## src/rtl/pe_result_drain.sv

```systemverilog
// ---------------------------------------------------------------------------
// pe_result_drain
//
// Purpose:
//   Output stage of the PE array. Each packed result vector (one byte per PE)
//   is stored in a small first-word-fall-through FIFO. The head vector is then
//   sent out one lane at a time as a byte stream with a valid/ready handshake.
//   This lets the array keep its fixed result rate while the consumer applies
//   back-pressure. If a vector arrives while the FIFO is full and nothing is
//   leaving, the vector is dropped and a sticky overflow flag is set.
//
// Ports:
//   iClk            clock; all state changes on the rising edge
//   iRstN           asynchronous active-low reset
//   iResultValid    iResult carries a new vector this cycle
//   iResult         packed vector; lane k is bits [8k+7:8k]
//   iFlush          synchronous clear of FIFO contents and lane pointer
//   iClearOverflow  synchronous clear of oOverflow
//   iReady          consumer accepts oData this cycle
//   oData           current lane byte of the head vector (0 when empty)
//   oValid          oData is valid (FIFO not empty)
//   oLast           oData is the last lane of its vector
//   oFull           FIFO holds FIFO_DEPTH vectors
//   oCount          number of vectors currently stored
//   oOverflow       sticky flag: at least one vector was dropped
// ---------------------------------------------------------------------------
module pe_result_drain #(
  parameter int ARRAY_NUM  = 3,
  parameter int FIFO_DEPTH = 4
) (
  input  logic                             iClk,
  input  logic                             iRstN,
  input  logic                             iResultValid,
  input  logic [8*ARRAY_NUM-1:0]           iResult,
  input  logic                             iFlush,
  input  logic                             iClearOverflow,
  input  logic                             iReady,
  output logic [7:0]                       oData,
  output logic                             oValid,
  output logic                             oLast,
  output logic                             oFull,
  output logic [$clog2(FIFO_DEPTH+1)-1:0]  oCount,
  output logic                             oOverflow
);

  localparam int PTR_W  = (FIFO_DEPTH > 1) ? $clog2(FIFO_DEPTH) : 1;
  localparam int CNT_W  = $clog2(FIFO_DEPTH + 1);
  localparam int LANE_W = $clog2(ARRAY_NUM);

  localparam logic [LANE_W-1:0] LAST_LANE  = LANE_W'(ARRAY_NUM - 1);
  localparam logic [CNT_W-1:0]  FULL_COUNT = CNT_W'(FIFO_DEPTH);

  // Vector storage. It has no reset: an entry is only ever read after it
  // has been written, because count_reg guards every read.
  logic [8*ARRAY_NUM-1:0] mem_reg [FIFO_DEPTH];

  logic [PTR_W-1:0]  wr_ptr_reg,   wr_ptr_next;
  logic [PTR_W-1:0]  rd_ptr_reg,   rd_ptr_next;
  logic [LANE_W-1:0] lane_idx_reg, lane_idx_next;
  logic [CNT_W-1:0]  count_reg,    count_next;
  logic              overflow_reg, overflow_next;

  logic                   not_empty;
  logic                   full;
  logic                   transfer;
  logic                   pop;
  logic                   wr_en;
  logic                   drop;
  logic [8*ARRAY_NUM-1:0] head_word;
  logic [7:0]             head_lane [ARRAY_NUM];

  // Status decode. This uses registered state only, so oValid does not
  // depend on iReady.
  assign not_empty = (count_reg != '0);
  assign full      = (count_reg == FULL_COUNT);

  // A transfer on the last lane retires the head vector. A write is
  // accepted when the FIFO is full only if the head leaves in the same
  // cycle. A flush cancels both the write and the transfer.
  assign transfer = not_empty && iReady;
  assign pop      = transfer && (lane_idx_reg == LAST_LANE);
  assign wr_en    = iResultValid && (!full || pop) && !iFlush;
  assign drop     = iResultValid && full && !pop;

  // Split the head vector into byte lanes, then pick the active lane.
  assign head_word = mem_reg[rd_ptr_reg];

  generate
    for (genvar gi = 0; gi < ARRAY_NUM; gi++) begin : g_lane
      assign head_lane[gi] = head_word[8*gi +: 8];
    end
  endgenerate

  assign oData     = not_empty ? head_lane[lane_idx_reg] : 8'h00;
  assign oValid    = not_empty;
  assign oLast     = not_empty && (lane_idx_reg == LAST_LANE);
  assign oFull     = full;
  assign oCount    = count_reg;
  assign oOverflow = overflow_reg;

  // Next-state logic
  always_comb begin
    wr_ptr_next   = wr_ptr_reg;
    rd_ptr_next   = rd_ptr_reg;
    lane_idx_next = lane_idx_reg;
    count_next    = count_reg;
    overflow_next = overflow_reg;

    if (iFlush) begin
      wr_ptr_next   = '0;
      rd_ptr_next   = '0;
      lane_idx_next = '0;
      count_next    = '0;
    end else begin
      if (transfer) begin
        if (pop) begin
          lane_idx_next = '0;
          // Power-of-two depth: the pointer wraps by natural rollover.
          rd_ptr_next   = rd_ptr_reg + PTR_W'(1);
        end else begin
          lane_idx_next = lane_idx_reg + LANE_W'(1);
        end
      end
      if (wr_en) begin
        wr_ptr_next = wr_ptr_reg + PTR_W'(1);
      end
      // A write and a pop in the same cycle leave the count unchanged.
      if (wr_en && !pop) begin
        count_next = count_reg + CNT_W'(1);
      end else if (pop && !wr_en) begin
        count_next = count_reg - CNT_W'(1);
      end
    end

    // If a drop and a clear request happen in the same cycle, the drop wins
    // so the lost vector is still reported.
    if (drop) begin
      overflow_next = 1'b1;
    end else if (iClearOverflow) begin
      overflow_next = 1'b0;
    end
  end

  always_ff @(posedge iClk or negedge iRstN) begin
    if (!iRstN) begin
      wr_ptr_reg   <= '0;
      rd_ptr_reg   <= '0;
      lane_idx_reg <= '0;
      count_reg    <= '0;
      overflow_reg <= 1'b0;
    end else begin
      wr_ptr_reg   <= wr_ptr_next;
      rd_ptr_reg   <= rd_ptr_next;
      lane_idx_reg <= lane_idx_next;
      count_reg    <= count_next;
      overflow_reg <= overflow_next;
    end
  end

  always_ff @(posedge iClk) begin
    if (wr_en) begin
      mem_reg[wr_ptr_reg] <= iResult;
    end
  end

endmodule

```

## config.mk

```make
export PLATFORM = sky130hd
export DESIGN_NAME = pe_result_drain
export DESIGN_NICKNAME = d
export VERILOG_FILES = /design/src/rtl/pe_result_drain.sv
export SDC_FILE = /design/constraint.sdc
export NUM_CORES = 1
export LEC_CHECK = 0
export ABC_AREA = 1
export CAP_MARGIN = 20
export CORE_UTILIZATION = 30
export DETAILED_ROUTE_END_ITERATION = 12
export REMOVE_ABC_BUFFERS = 1
export SYNTH_ARGS = -nofsm -noshare
export SYNTH_HDL_FRONTEND = slang
export SYNTH_SLANG_ARGS = --single-unit
```

## constraint.sdc

```tcl
create_clock -name iClk -period 4 [get_ports iClk]
set_input_delay 0.4 -clock iClk [delete_from_list [all_inputs] [get_ports iClk]]
set_output_delay 0.4 -clock iClk [all_outputs]
set_load 0.01 [all_outputs]
```

* After elaboration in Yosys (flattened, before gate mapping)
Memories as Yosys holds them, arrays and structs flattened.
Index checks and enable logic that the tools add are counted.
** Word-level totals
- Input port bits :: 30
- Bits in read-only memories :: 0
- Word-level logic and storage cells :: 55
- Flip-flop bits (word level) :: 10
- RAM bits :: 96
- Bits in latches :: 0
- Memories kept :: 1
- Output and inout port bits :: 15
** Memory list
- mem_reg :: depth 4, bits a word 24, rd ports 1, clocked after memory_dff 0, write ports 1, line 55 : logic [8*ARRAY_NUM-1:0] mem_reg [FIFO_DEPTH];
** Cells by class
- $lt $le $gt $ge :: 1
- Shift-type cells :: 0
- Divide/modulo/power cells :: 0
- Multipliers :: 0
- Equality and inequality tests :: 2
- Multiplexer cells :: 19
- Bitwise operators :: 1
- Reduce and logical (&&, ||, !) cells :: 21
- Add/sub/neg operators :: 5
** Operators by type and width (count)
- 8-bit two-way mux :: 3
- 8-bit binary-select mux with 2-bit select :: 1
- 2-bit two-way mux :: 8
- 1-bit logical AND :: 9
- 3-bit two-way mux :: 3
- 2-bit nonzero test :: 4
- 2-bit by 1-bit adder with 2-bit output (second input constant) :: 3
- 3-bit nonzero test :: 2
- 1-bit logical NOT :: 4
- 1-bit two-way mux :: 4
- 3-bit by 1-bit adder with 3-bit output (second input constant) :: 1
- 3-bit == test (second input constant) :: 1
- 3-bit >= comparator (second input constant) :: 1
- 2-bit NOT with 3-bit output :: 1
- 3-bit by 1-bit subtractor with 3-bit output (second input constant) :: 1
- 2-bit == test (second input constant) :: 1
- 2-bit AND reduction :: 1
- 1-bit logical OR :: 1

* Logic depth before layout (Yosys ltp)
- Word-level depth :: 11
- Gate-level depth with buffers :: 12
- Mapped depth without buffers :: 12

* Worst setup path before layout
No wires, ideal clock.
- Path kind :: register to register
- Start :: reg count_reg[2], in the netlist oCount[2]
- End :: mem mem_reg[0][0] (netlist name) (enable)
- Data required time :: 3.595 ns
- Period minus slack after synthesis :: 2.442 ns
- Data arrival time :: 2.037 ns
- Slack :: 1.558 ns
- Setup time :: 0.405 ns
- Stages on the path, launching flop included :: 7
- Buffers on the path :: 0
- Path through :: dfrtp_1 inv_1 nand2_1 nand3_4 nand2_1 nand3_1 nor2_1
** On the way
- Cells in the longest elaborated chain, start to end :: 8
- Elaborated cells on any way between the ends :: 10
- Classes of those cells :: 1 x eq/ne; 2 x mux; 7 x reduce/logical
** RTL lines
- start: declaration :: line 60 : logic [CNT_W-1:0] count_reg, count_next;
- start signal: assignment :: line 155 : count_reg <= count_next;
- 3-bit nonzero test :: line 74 : assign not_empty = (count_reg != '0);
- 1-bit logical AND :: line 80 : assign transfer = not_empty && iReady;
- 1-bit logical AND :: line 81 : assign pop = transfer && (lane_idx_reg == LAST_LANE);
- 1-bit logical OR (*) :: line 82 : assign wr_en = iResultValid && (!full || pop) && !iFlush;
- 1-bit logical AND (*) (2 in series) :: line 82
- 1-bit two-way mux (*) :: line 161 : if (wr_en) begin
- 1-bit two-way mux (implied by the code) (*) :: line 162 : mem_reg[wr_ptr_reg] <= iResult;
- end: declaration :: line 55
Mark *: on every way between the ends. The rest lies on a longest branch, timed or not.

* Worst setup path after layout
- Start :: reg rd_ptr_reg[1]
- End :: out oData[3]
** On the way
- Cells in the longest elaborated chain, start to end :: 5
** RTL lines
- start: declaration :: line 58 : logic [PTR_W-1:0] rd_ptr_reg, rd_ptr_next;
- start signal: assignment :: line 153 : rd_ptr_reg <= rd_ptr_next;
- memory read 4 x 24 bit
- 8-bit binary-select mux with 2-bit select :: line 94 : assign oData = not_empty ? head_lane[lane_idx_reg] : 8'h00;
- 8-bit two-way mux (implied by the code) (2 in series) :: line 94
- 8-bit two-way mux :: line 94
- end: declaration :: line 38 : output logic [7:0] oData,
Every way passes these cells. The select of a mux whose other input is x is not followed.

==> flow_summary.toml <==
[route]
antenna_left = 0
wl_mm = 9.31
via_per_inst = 4.75
dr.pass1.iters = 4
route.vias.total = 2832
drc = 0
drt_iter0_markers = 170
wl_per_cell_um = 15.6

[clock_tree]
numClockSinks = 106
ctsResizeCount = 0
cts_root_buf = "clkbuf_16"
htreeDepth = 3
cts_tree = "yes"
postCtsSetupBuffers = 0
cts_buffers = 9
cts_hold_buffers = 0
clk_pin_slew_worst_paths_ps = 70
worstSkewPairLatency_ps = 340
clock_path_buffers = 2

[sta]
fin_tns_setup_ps = 0
tightest_slew_ps = 933
clock.fmax_mhz = 325
post-route-min-period_ps = 3080
rsz0062_at_grt = "false"
slew_violations = 0
setup_viol = 0
hold_ws_ps = 381
min_period_over_period_pct = 76.9
relSlewSlack_pct = 37.6
skew_ps = 6.15
hold_viol = 0

[critical_path]
critPathRequiredTime_ps = 3600
crit_fanout = 26
worstSetupStartpointType = "flip-flop"
path_class = "flip-flop to primary output"
slowest_stage = "inv_1"
crit_family = "buffers and inverters"
worstPathArrival_ps = 2680
cp_cell_sequence = "inv_1 > o21ai_0 > o22ai_1 > nand2_1 > nand3_1 > nand2_1 > inv_1 > clkdlybuf4s50_1"
max_stage_delay_ps = 640
path_buf_inv = 3
end_kind = "primary output"

[yosys]
synth_top_family_by_area = "simple AND/OR/NAND/NOR gates"
syn_area_per_cell_um2 = 12.0
synth_compound_area_share_pct = 10.8
syn-cell-area_um2 = 4390
synth_adder_area_share_pct = 1.60
synth_warnings = 0
ys_ff_latch = 106
synthSimpleGateAreaFrac_pct = 12.0
yosysUniqueCellTypes = 26
synth_xor_area_share_pct = 0.200
synthCells = 365
synthMuxAreaShare_pct = 0
ys_seq_area_share_pct = 71.4

[flow_run]
drv_cap = 0

[power]
total_power_mw = 2.65
power.share.sequential_pct = 48.4
pwr-share-comb_pct = 15.8
switchingPower_mw = 0.661
sw_frac_of_total_pct = 25.0
p_int_mw = 1.99
power_frac_clock_pct = 35.8
leakagePower_nw = 1.92
power.density_nw_per_um2 = 494
ir_drop_v = 0.000293

[grt]
grt_pass1_wl_mm = 14.8
grt_usage_pct = 13.4
gr-total-overflow = 0
grt_pass1_vias = 2788
grt_max_degree = 50
antenna_found_initial = 0

[run_status]
status = "finished, final reports clean"

[cells_and_area]
most-common-layout-cells = "edfxtp_1 (96), o21ai_0 (53), nand2_1 (53), nor2_1 (50), clkdlybuf4s50_1 (44)"
final_common_cell = "edfxtp_1"
multiInputGateArea_um2 = 1090
fillers = 1360
drive_gt1_share_pct = 8.17
nets = 446
seq_area_um2 = 3130
antennaDiodeCount = 0
finalInstanceArea_um2 = 5360
largest_register_ffs = 96
area_growth_pct = 22.3

[die]
io_pins = 45
start_util_pct = 31.1
core-area_um2 = 14100
fp-row-count = 43
die_y_um = 123
die-area_um2 = 15100
die_w_um = 123

[placed_design]
numPortBuffers = 44
placed_area_um2 = 5040
place_congestion = 0.759
hpwlAfterDp_mm = 5.38

[worst_hold_path]
hold_path_class = "primary input to async pin"
==> final cells by class <==
| cell class | count | area share (%) |
|---|---|---|
| Multi-Input combinational cell | 216 | 20.3 |
| Sequential cell | 106 | 58.4 |
| Clock buffer | 10 | 4.27 |
| Clock inverter | 6 | 1.84 |
| Timing Repair Buffer | 50 | 9.05 |
| Tap cell | 180 | 4.20 |
| Inverter | 28 | 1.96 |
==> per-layer routing <==
metal | wire, µm | part of all wire, % | up-vias | GRT usage, %
met5 | 0 | 0 | - | 0
li1 | - | - | 1380 | -
met3 | 479 | 5.1 | 11 | 3.23
met1 | 4130 | 44 | 1380 | 16.9
met4 | 121 | 1.3 | 0 | 4.88
met2 | 4580 | 49 | 61 | 22.3
==> power by group through the flow <==
stage	Clock, mW	Combinational (mW)	Sequential [mW]
finish	0.949	0.418	1.28
global placement	0	0.418	1.30
detailed placement	0	0.422	1.31
global route	0.997	0.467	1.29
CTS	0.967	0.425	1.28
floorplan	0	0.205	1.31
==> kinds of logic (layout without fill, tap and decap cells) <==
group	Yosys count	after routing
buf+inv	43	94
fa+ha+maj	5	5
flops	106	106
xor+xnor	1	1
compound gates	84	84
simple gates	126	126
==> synth_stat cells, drive strengths merged <==
cell type,instances,area (µm²)
nor2,56,225
buf,7,40.0
ha,4,50.1
nand4,1,6.26
fa,1,20.0
o22ai,23,144
dfrtp,10,250
a211oi,1,7.51
clkbuf,8,31.3
edfxtp,96,2880
nand3,13,77.6
o21ai,53,265
a21oi,5,40.0
xnor2,1,8.76
inv,28,105
o211ai,2,15.0
or2,3,18.8
nand2,53,199
==> worst register-to-register path: stages, from the launching register on <==
cell     delay, ps
dfrtp_1        430
inv_1          110
nand2_1        530
nand3_4        180
nand4_1        200
inv_1           90
fa_1           380
xnor2_1        180
inv_1           60
nand2_1         60
nand2_1         60
nand2_1         50
nand2_1         40
==> final timing paths <==
path,startpoint,end,slack [ps],cells after the start
setup / recovery,rd_ptr_reg[1]$_DFFE_PN0P_,oData[3],920,8
max in group asynchronous,iRstN,rd_ptr_reg[1]$_DFFE_PN0P_,3290,1
hold reg to reg,oOverflow$_DFFE_PN0P_,oOverflow$_DFFE_PN0P_,540,2
min in group iClk,oOverflow$_DFFE_PN0P_,oOverflow$_DFFE_PN0P_,540,2
setup reg to reg,oCount[2]$_DFFE_PN0P_,oCount[2]$_DFFE_PN0P_,1530,12
hold / removal,iRstN,oCount[2]$_DFFE_PN0P_,380,1
==> through the flow <==
step           util, %  worst slack, ps  cells
6_report          38.1              924    596
5_1_grt           38.1              720    596
4_1_cts           38.1              937    596
3_5_place_dp      35.7             1330    580
3_3_place_gp      35.7             1400    580
2_1_floorplan        -             1320    350
(Power assumes the default switching activity.)
